## src/rtl/bcim_pkg.sv

```systemverilog
// Shared types and constants for the bitline compute-in-memory row-op blocks.
package bcim_pkg;

  // Row operation codes as carried on the command interface.
  typedef enum logic [1:0] {
    OP_AND = 2'b00,
    OP_OR  = 2'b01,
    OP_XOR = 2'b10,
    OP_ADD = 2'b11
  } bcim_op_e;

  // Sequencer states.
  typedef enum logic [1:0] {
    IDLE  = 2'b00,
    READ  = 2'b01,
    EXEC  = 2'b10,
    WRITE = 2'b11
  } bcim_state_e;

  // Cycles from a command's accept cycle to its done cycle; also the command spacing.
  localparam int unsigned BCIM_SEQ_LATENCY = 4;

endpackage

```

## src/rtl/bcim_row_alu.sv

```systemverilog
// Combinational row-wide ALU: f(op, a, b) -> {carry, result}.
// carry is the bit above the word for ADD and 0 for all logic ops.
module bcim_row_alu
  import bcim_pkg::*;
#(
  parameter int DATA_WIDTH = 8
) (
  input  bcim_op_e              op,
  input  logic [DATA_WIDTH-1:0] a,
  input  logic [DATA_WIDTH-1:0] b,
  output logic [DATA_WIDTH-1:0] result,
  output logic                  carry
);

  logic [DATA_WIDTH:0] sum;

  assign sum = {1'b0, a} + {1'b0, b};

  // Select the row operation; ADD wraps modulo 2^DATA_WIDTH with carry exposed separately.
  always_comb begin
    result = '0;
    carry  = 1'b0;
    case (op)
      OP_AND: result = a & b;
      OP_OR:  result = a | b;
      OP_XOR: result = a ^ b;
      OP_ADD: begin
        result = sum[DATA_WIDTH-1:0];
        carry  = sum[DATA_WIDTH];
      end
      default: ;
    endcase
  end

endmodule

```

## src/rtl/bcim_row_op_seq.sv

```systemverilog
// Row-op sequencer in front of the dual-port bitline RAM: reads two rows via
// ports A/B, computes a row-wide result and writes it back through port A.
// Optional macro BCIM_CARRY_OUT_EN adds a carry_out port for ADD.
//
//   state | meaning
//   ------+-----------------------------------------------------------
//   IDLE  | ready for a command; done pulses in the first IDLE cycle
//   READ  | RAM samples address_a/address_b at the end of this cycle
//   EXEC  | q_a/q_b valid; result, write data and dst address loaded
//   WRITE | wren_a high; RAM commits the result at the end of this cycle
module bcim_row_op_seq
  import bcim_pkg::*;
#(
  parameter int ADDR_WIDTH = 8,
  parameter int DATA_WIDTH = 8
) (
  input  logic                  clock,
  input  logic                  reset_n,
  input  logic                  cmd_valid,
  output logic                  cmd_ready,
  input  logic [1:0]            cmd_op,
  input  logic [ADDR_WIDTH-1:0] cmd_src_a,
  input  logic [ADDR_WIDTH-1:0] cmd_src_b,
  input  logic [ADDR_WIDTH-1:0] cmd_dst,
  output logic                  done,
  output logic [DATA_WIDTH-1:0] result,
  output logic [ADDR_WIDTH-1:0] address_a,
  output logic [ADDR_WIDTH-1:0] address_b,
  output logic [DATA_WIDTH-1:0] data_a,
  output logic [DATA_WIDTH-1:0] data_b,
  output logic                  wren_a,
  output logic                  wren_b,
  input  logic [DATA_WIDTH-1:0] q_a,
  input  logic [DATA_WIDTH-1:0] q_b
`ifdef BCIM_CARRY_OUT_EN
  ,
  output logic                  carry_out
`endif
);

  bcim_state_e           state, state_nxt;
  bcim_op_e              op_q;
  logic [ADDR_WIDTH-1:0] dst_q;
  logic [DATA_WIDTH-1:0] alu_result;
  logic                  alu_carry;
  logic                  accept;

  assign cmd_ready = (state == IDLE);
  assign accept    = cmd_valid && cmd_ready;

  // Port B is read-only.
  assign data_b = '0;
  assign wren_b = 1'b0;

  bcim_row_alu #(
    .DATA_WIDTH(DATA_WIDTH)
  ) u_alu (
    .op    (op_q),
    .a     (q_a),
    .b     (q_b),
    .result(alu_result),
    .carry (alu_carry)
  );

`ifndef BCIM_CARRY_OUT_EN
  logic unused_carry;
  assign unused_carry = alu_carry;
`endif

  // State register.
  always_ff @(posedge clock or negedge reset_n) begin
    if (!reset_n) state <= IDLE;
    else          state <= state_nxt;
  end

  // Next-state: fixed four-cycle walk once a command is accepted.
  always_comb begin
    state_nxt = state;
    case (state)
      IDLE:    if (accept) state_nxt = READ;
      READ:    state_nxt = EXEC;
      EXEC:    state_nxt = WRITE;
      WRITE:   state_nxt = IDLE;
      default: state_nxt = IDLE;
    endcase
  end

  // Registered RAM-side outputs, command latches, result and done pulse.
  always_ff @(posedge clock or negedge reset_n) begin
    if (!reset_n) begin
      address_a <= '0;
      address_b <= '0;
      data_a    <= '0;
      wren_a    <= 1'b0;
      done      <= 1'b0;
      result    <= '0;
      op_q      <= OP_AND;
      dst_q     <= '0;
`ifdef BCIM_CARRY_OUT_EN
      carry_out <= 1'b0;
`endif
    end else begin
      done <= 1'b0;
      case (state)
        IDLE: begin
          if (accept) begin
            address_a <= cmd_src_a;
            address_b <= cmd_src_b;
            op_q      <= bcim_op_e'(cmd_op);
            dst_q     <= cmd_dst;
          end
        end
        EXEC: begin
          result    <= alu_result;
          data_a    <= alu_result;
          address_a <= dst_q;
          wren_a    <= 1'b1;
`ifdef BCIM_CARRY_OUT_EN
          carry_out <= alu_carry;
`endif
        end
        WRITE: begin
          wren_a <= 1'b0;
          done   <= 1'b1;
        end
        default: ;
      endcase
    end
  end

endmodule
```

## config.mk

```make
export PLATFORM = sky130hd
export DESIGN_NAME = bcim_row_op_seq
export DESIGN_NICKNAME = d
export VERILOG_FILES = /design/src/rtl/bcim_pkg.sv /design/src/rtl/bcim_row_alu.sv /design/src/rtl/bcim_row_op_seq.sv
export SDC_FILE = /design/constraint.sdc
export NUM_CORES = 1
export LEC_CHECK = 0
export CAP_MARGIN = 5
export CORE_ASPECT_RATIO = 1.75
export CORE_MARGIN = 4
export CORE_UTILIZATION = 40
export CTS_CLUSTER_DIAMETER = 100
export DETAILED_ROUTE_END_ITERATION = 8
export GPL_TIMING_DRIVEN = 1
export PLACE_DENSITY = 0.74
export RECOVER_POWER = 100
export SKIP_LAST_GASP = 1
export SYNTH_ARGS = -nofsm -noshare
export SYNTH_HDL_FRONTEND = slang
export SYNTH_SLANG_ARGS = --single-unit
export TNS_END_PERCENT = 10
```

## constraint.sdc

```tcl
create_clock -name clock -period 1.5 [get_ports clock]
set_input_delay 0.3 -clock clock [delete_from_list [all_inputs] [get_ports clock]]
set_output_delay 0.3 -clock clock [all_outputs]
set_load 0.01 [all_outputs]
```

==> flow_summary.toml <==
[logic_synthesis]
muxShareOfSynthArea_pct = 10.9
synth_cell_types = 36
syn_area_per_cell_um2 = 10.0
synth-edff-count = 0
yosys_most_used_dff = "sky130_fd_sc_hd__dfrtp_1"
synth_simple_gate_area_share_pct = 8.56
adder_cell_share_of_the_synthesized_area_pct = 11.3
area_share_of_xor_xnor_cells_in_the_synthesized_design_pct = 0.384
synth-async-reset-ratio_pct = 100
synth_top_family_by_area = "compound AO/OA/AOI/OAI gates"
yosys_warnings = 0
postSynthRegisterBits = 38
netlist_area_um2 = 2280
synth_cells = 227
compound_cell_area_share_of_the_yosys_netlist_pct = 16.0
synth.yosys.seq_area_share_pct = 41.7

[layout]
layout.cells.most_common = "sky130_fd_sc_hd__clkdlybuf4s50_1"
insertedDiodeCount = 0
final_net_count = 387
final_cells = 399
flow.area_growth_from_synthesis_pct = 56.4
drive_gt1_share_pct = 30.7
post-route-cell-area_um2 = 3570
layout_common_cells = "62 x sky130_fd_sc_hd__clkdlybuf4s50_1, 38 x sky130_fd_sc_hd__dfrtp_1, 20 x sky130_fd_sc_hd__mux2_2"

[sta]
final.hold.worst_slack_ns = 0.231
worst_margin_pin_slew_ns = 0.950
clock_skew_ns = 0.00557
setup_slack_ns = -0.0734
max_freq_mhz = 636
hold_viol_final = 0
final_max_slew_viol_count = 0
fin_setup_tns_ns = -0.572
finish_stage_setup_viols = 25
timing.max_slew.rel_slack_pct = 36.7
min_period_ns = 1.57
rsz0062_at_grt = "true"
min_period_over_period_pct = 105

[flow_run]
drv_cap = 0

[route]
routed-via-count = 2017
dr_drc_count = 0
detail_route.first_pass.iterations = 4
dr.max_layer_used = "met4"
wl_met2_um = 3420
detailedRoute.firstIterationViolations = 53
drt-wirelength-per-cell_um = 15.1
ant_nets = 0
dr_wl_met3_um = 417
met1Wirelength_um = 2090
via_per_inst = 5.06
drt-total-wl_um = 6030

[clock_tree]
clk_root_buffer_cell = "sky130_fd_sc_hd__clkbuf_8"
cts_hold_buf = 0
post_cts.repair.setup_buffers = 0
cts_tree = "built"
tritoncts_buffer_count = 5
htree_levels = 2
clock_path_buffers = 2
sinks_on_clock_net = 38
worst_skew_pair.late_latency_ns = 0.29
clk_pin_slew_ns = 0.08

[setup_path]
worstRegToRegCells = 5
timing.critical_path.slowest_cell_delay_ns = 0.56
critPathBufInv = 1
critPathCaptureType = "primary output"
critical_path.top_delay_family = "buffers and inverters"
critical_path_maximum_fanout = 3
worstPathCellList = "clkdlybuf4s50_1"
required_arrival_time_at_the_worst_endpoint_ns = 1.20
wp_data_arrival_ns = 1.27
critical_path_source_type = "flip-flop"
cp.depth = 1
critical_path_class = "flip-flop to primary output"
timing.critical_path.slowest_stage_cell = "sky130_fd_sc_hd__clkdlybuf4s50_1"

[global_routing]
globalRouteTotalUtil_pct = 18.1
grt_start_max_net_pins = 39
grt_pass1_wl_um = 9850
first_global_vias = 2144
antenna_found_initial = 0
globalRoute.totalOverflow = 0

[floorplanning]
initial_core_util_pct = 41.2
placementRows = 36
floorplan.die.height_um = 108
design.portCount = 89
dieArea_um2 = 7020
dieWidth_um = 65.1
coreArea_um2 = 5540

[place]
place.port_buffers = 79
dp_hpwl_um = 4570
globalplace.congestion = 0.815
number_of_cells_after_detailed_placement = 392
placed_area_um2 = 3270

[power_and_ir_drop]
irDropWorstVdd_uv = 1150
p_per_area_nw_per_um2 = 1850
power.total_mw = 6.62
power_leakage_nw = 1.54

[hold_path]
min_path_type = "primary input to async pin"

[outcome]
outcome = "finished with violations"
failing_checks = "setup timing"
-- area by class of cell --
type / instances / area [um2]
Fill cell: 463 / 1970
Multi-Input combinational cell: 149 / 1320
Timing Repair Buffer: 106 / 972
Sequential cell: 38 / 951
Tap cell: 76 / 95.1
Clock buffer: 6 / 82.6
Inverter: 22 / 82.6
Clock inverter: 2 / 60.1
-- metal layers --
metal	up-vias	track usage, %
met5	-	0
met4	0	6.08
met3	11	5.22
met2	75	34.7
met1	973	18.1
li1	958	-
-- registers in the layout (all words and copies together), names as in the netlist --
signal / flops
done: 1
address_a: 8
state: 2
data_a: 8
dst_q: 8
wren_a: 1
address_b: 8
op_q: 2
-- cells in the mapped netlist, types with 2 or more instances --
cell | instances | area [um2]
sky130_fd_sc_hd__nor2_1 | 7 | 26.3
sky130_fd_sc_hd__o21ai_1 | 2 | 10.0
sky130_fd_sc_hd__o21ai_0 | 11 | 55.1
sky130_fd_sc_hd__dfrtp_1 | 38 | 951
sky130_fd_sc_hd__nor3_1 | 2 | 10.0
sky130_fd_sc_hd__ha_1 | 19 | 238
sky130_fd_sc_hd__buf_4 | 18 | 135
sky130_fd_sc_hd__nand3_1 | 2 | 10.0
sky130_fd_sc_hd__a21oi_1 | 18 | 90.1
sky130_fd_sc_hd__a211oi_1 | 5 | 37.5
sky130_fd_sc_hd__a31oi_1 | 3 | 18.8
sky130_fd_sc_hd__o22ai_1 | 18 | 113
sky130_fd_sc_hd__or3_1 | 2 | 12.5
sky130_fd_sc_hd__nor2b_1 | 3 | 18.8
sky130_fd_sc_hd__nand2b_1 | 6 | 37.5
sky130_fd_sc_hd__mux2_2 | 22 | 248
sky130_fd_sc_hd__clkbuf_1 | 5 | 18.8
sky130_fd_sc_hd__nand2_1 | 7 | 26.3
sky130_fd_sc_hd__inv_1 | 20 | 75.1
sky130_fd_sc_hd__buf_2 | 3 | 15.0
-- where the power goes --
part           leakage, nW  switching (mW)  internal, mW
Combinational         1.03            1.58          2.01
Sequential           0.442           0.377          1.56
Clock               0.0714           0.377         0.710
-- timing repair --
| action | in CTS | in global routing |
|---|---|---|
| gates cloned | 0 | 0 |
| endpoints found under the setup margin | 46 | 64 |
| pin swaps | 15 | 0 |
| resized for setup | 63 | 10 |
-- final timing paths --
path                                           from                       end  slack (ns)
max in group asynchronous                   reset_n        wren_a$_DFFE_PN0P_        0.68
setup / recovery              data_a[4]$_DFFE_PN0P_                 data_a[4]       -0.07
setup reg to reg                op_q[0]$_DFFE_PN0P_     data_a[3]$_DFFE_PN0P_        0.02
hold reg to reg            address_b[0]$_DFFE_PN0P_  address_b[0]$_DFFE_PN0P_        0.51
min in group clock         address_b[0]$_DFFE_PN0P_  address_b[0]$_DFFE_PN0P_        0.51
hold / removal                              reset_n      dst_q[0]$_DFFE_PN0P_        0.23
-- logic make-up (layout without fill, tap and decap cells) --
family,after synthesis,after routing
flip-flops,38,38
multiplexers,22,22
AO/OA/AOI/OAI,61,61
XOR/XNOR,1,1
adder cells (fa/ha/maj),20,20
buffers and inverters,48,136
other,1,9
AND/OR/NAND/NOR,36,36
-- stage by stage --
step	setup WS [ns]	utilization [%]
2_1_floorplan	-0.141	-
3_3_place_gp	-0.661	59.0
3_5_place_dp	-0.702	59.0
4_1_cts	-0.116	63.9
5_1_grt	-0.124	64.4
6_report	-0.0734	64.4
Power figures use the tool's default switching activity.
==> variant: new RTL, config.mk and constraints unchanged <==
Reset style: synchronous (`reset_n`), changed in 2 clocked blocks.
--- a/src/rtl/bcim_row_op_seq.sv
+++ b/src/rtl/bcim_row_op_seq.sv
@@ -69,5 +69,5 @@
 
   // State register.
-  always_ff @(posedge clock or negedge reset_n) begin
+  always_ff @(posedge clock) begin
     if (!reset_n) state <= IDLE;
     else          state <= state_nxt;
@@ -87,5 +87,5 @@
 
   // Registered RAM-side outputs, command latches, result and done pulse.
-  always_ff @(posedge clock or negedge reset_n) begin
+  always_ff @(posedge clock) begin
     if (!reset_n) begin
       address_a <= '0;
Formal check against the unedited RTL: differs if reset_n is asserted again (counterexample within 4 cycles, from zero or initial values and one cycle with reset_n low); with reset_n held inactive, the same outputs for 10 cycles.
==> variant against the original RTL <==
  * The flow still finishes with violations (negative setup slack)
  * Total power fell by 33%
  * Routed wire length increased by 3.0%
  * Critical path depth grew 8
  * Clock power shrank 34%
  * Area after synthesis is 0.33% lower
  * Cell area shrank 1.5%
  * Worst setup slack got worse by 58 ps
  * Sequential cell count stayed put
  * Register-to-register slack hardly changed
  * Critical endpoint is now data_a[4]$_SDFFE_PN0P_
==> variant: results (changes against the original RTL) <==
** Synthesis
- After synthesis, the most frequently instantiated cells are nand2_1, dfxtp_1, inv_1.
- The fraction of the yosys area taken by sequential cells was 33.46% (-8.2 points).
- Leading cell type by number of instances after synthesis :: nand2_1
- The count of cell types in the netlist was 37 (+2.8%).
- Proportion of register bits with asynchronous set or reset after synthesis :: 0% (-100 points)
- Most area-consuming cells after synthesis :: dfxtp_1, ha_1, nand2_1, a21boi_0, buf_4

** GRT
- The number of global-route vias before repair is 2058 (-4.0%).
- The largest net degree at the start of global routing is 22 (-44%).
- The total routing resource utilization after global routing is 17.32% (-0.77 points).
- First-pass GRT wire length :: 9377 um (-4.8%)

** Setup path
- Required time of the worst setup path :: 1710 ps (+510 ps)
- RR Endpoint :: address_a[0]$_SDFFE_PN0P_
- The highest cell delay on the worst timing path was 340 ps (-220 ps).
- Number of cells on the worst reg-to-reg path :: 7 (+2)
- Worst setup path startpoint :: q_a[0]
- Critical-path maximum fanout :: 2 (-1)
- Endpoint of the most critical setup path :: data_a[4]$_SDFFE_PN0P_
- The startpoint identified for the worst register-to-register timing path is state[0]$_SDFFE_PN0P_.
- Delay-heaviest family, CP :: compound AO/OA/AOI/OAI gates
- On the critical path, the stage with the largest delay is an instance of fa_2.

** Timing
- Setup TNS :: -567.0 ps (+4.778 ps)
- The worst-case clock skew was 7.897 ps (+2.330 ps).
- Setup violations, final :: 18 (-28%)
- The final setup slack of the worst path was -131.2 ps (-57.73 ps).

** Placed design
- Worst slack, placed :: -839.0 ps (-137.0 ps)
- The routability congestion estimate came to 0.8126 (-0.27%).
- The placed wire-length estimate was 4617 um (+1.0%).
- The placed instance area was 3232 sq um (-1.1%).
- Buffers on Ports :: 79 (unchanged)

** Clock tree
- Library cell used as clock root buffer :: clkbuf_8
- The maximum buffer depth of the clock tree came to 2 (unchanged).

** Floorplan
- Starting density of the core :: 41.03% (-0.14 points)

** Run status
- The checks that failed: negative setup slack.
- The flow ran to the end, but the final reports show violations.

** Cells and area
- The filler cell count in the final layout was 479 (+3.5%).
- The layout cell share with drive strength beyond 1 was 20.27% (-10 points).
- The net count reported at finish came to 429 (+11%).

** Power and ir drop
- The static power due to leakage is 1.483 nW (-3.6%).
- The maximum ir drop on the vdd rail is 0.6444 mV (-44%).

** Worst hold path
- The worst hold path passes through 2 cells.
- The path class of the tightest hold or removal check is flip-flop to flip-flop.

** Drt
- Vias per inst :: 4.839 (-4.3%)
- Total wire length after detailed routing :: 6210 um (+3.0%)
- The initial detailed-routing violation count came to 111 (+110%).
==> variant: cell count changes after synthesis, moves of 13 or more <==
| cell | delta |
|---|---|
| a21boi_0 | +19 |
| o22ai_1 | -17 |
| dfrtp_1 | -38 |
| mux2_2 | -22 |
| nand2_1 | +45 |
| mux2i_1 | +13 |
| dfxtp_1 | +38 |
==> variant: worst min-delay path by stage <==
stage / to
after floorplan: dst_q[0]$_SDFFE_PN0P_
after global placement: address_b[0]$_SDFFE_PN0P_
after detailed placement: address_b[0]$_SDFFE_PN0P_
after CTS: address_b[0]$_SDFFE_PN0P_
after global routing: address_b[0]$_SDFFE_PN0P_
final: address_b[0]$_SDFFE_PN0P_
==> variant: cells by family after synthesis <==
kind of cell | synth area share (%)
AO/OA/AOI/OAI | 19.92
XOR/XNOR | 1.156
adder cells (fa/ha/maj) | 11.34
buffers and inverters | 12.11
flip-flops | 33.46
multiplexers | 7.209
other | 0.1649
AND/OR/NAND/NOR | 14.64
==> variant: layout make-up <==
| class | instances | share of cell area (%) |
|---|---|---|
| clock buffer | 7 | 2.457 |
| clock inverter | 1 | 0.1425 |
| tap | 76 | 2.707 |
| sequential | 38 | 21.65 |
| multi-input combinational | 187 | 40.81 |
| timing repair buffer | 110 | 29.88 |
| inverter | 22 | 2.350 |
==> variant: report_power, final <==
| part | switching (W) | internal [W] |
|---|---|---|
| logic | 0.00107 | 0.00121 |
| clock network | 0.000353 | 0.000371 |
| registers | 0.000181 | 0.00129 |
==> variant: what timing repair did <==
| action | 4_1_cts | 5_1_grt |
|---|---|---|
| hold endpoints to repair | 0 | 0 |
| resized for setup | 43 | 28 |
| cloned | 0 | 1 |
| setup buffers | 4 | 1 |
| pin swaps | 12 | 14 |
| setup endpoints to repair | 25 | 55 |
==> variant: worst reg2reg max path: cells and delay by family (launching register included) <==
family / cells / cell delay (ps)
AND/OR/NAND/NOR: 1 / 120
buffers and inverters: 3 / 380
flip-flops: 1 / 360
adder cells (fa/ha/maj): 1 / 220
AO/OA/AOI/OAI: 2 / 290
==> variant: through the flow <==
| stage | cells | util [%] | hold WS, ps | power (W) |
|---|---|---|---|---|
| CTS | 440 | 61.72 | 467.1 | 0.004461 |
| finish | 441 | 63.41 | 465.1 | 0.004463 |
| global route | 441 | 63.41 | 492.5 | 0.004792 |
| detailed placement | 428 | 58.33 | 457.1 | 0.003716 |
| global placement | 428 | 58.33 | 449.2 | 0.003653 |
| floorplan | 278 | - | 443.1 | 0.002629 |
==> variant: metal layers <==
metal	routed length, um	GRT usage [%]	vias up
met5	0	0	-
met4	157	8.018	0
met3	239	2.403	11
met2	3699	34.80	63
met1	2113	16.44	995
li1	-	-	1065
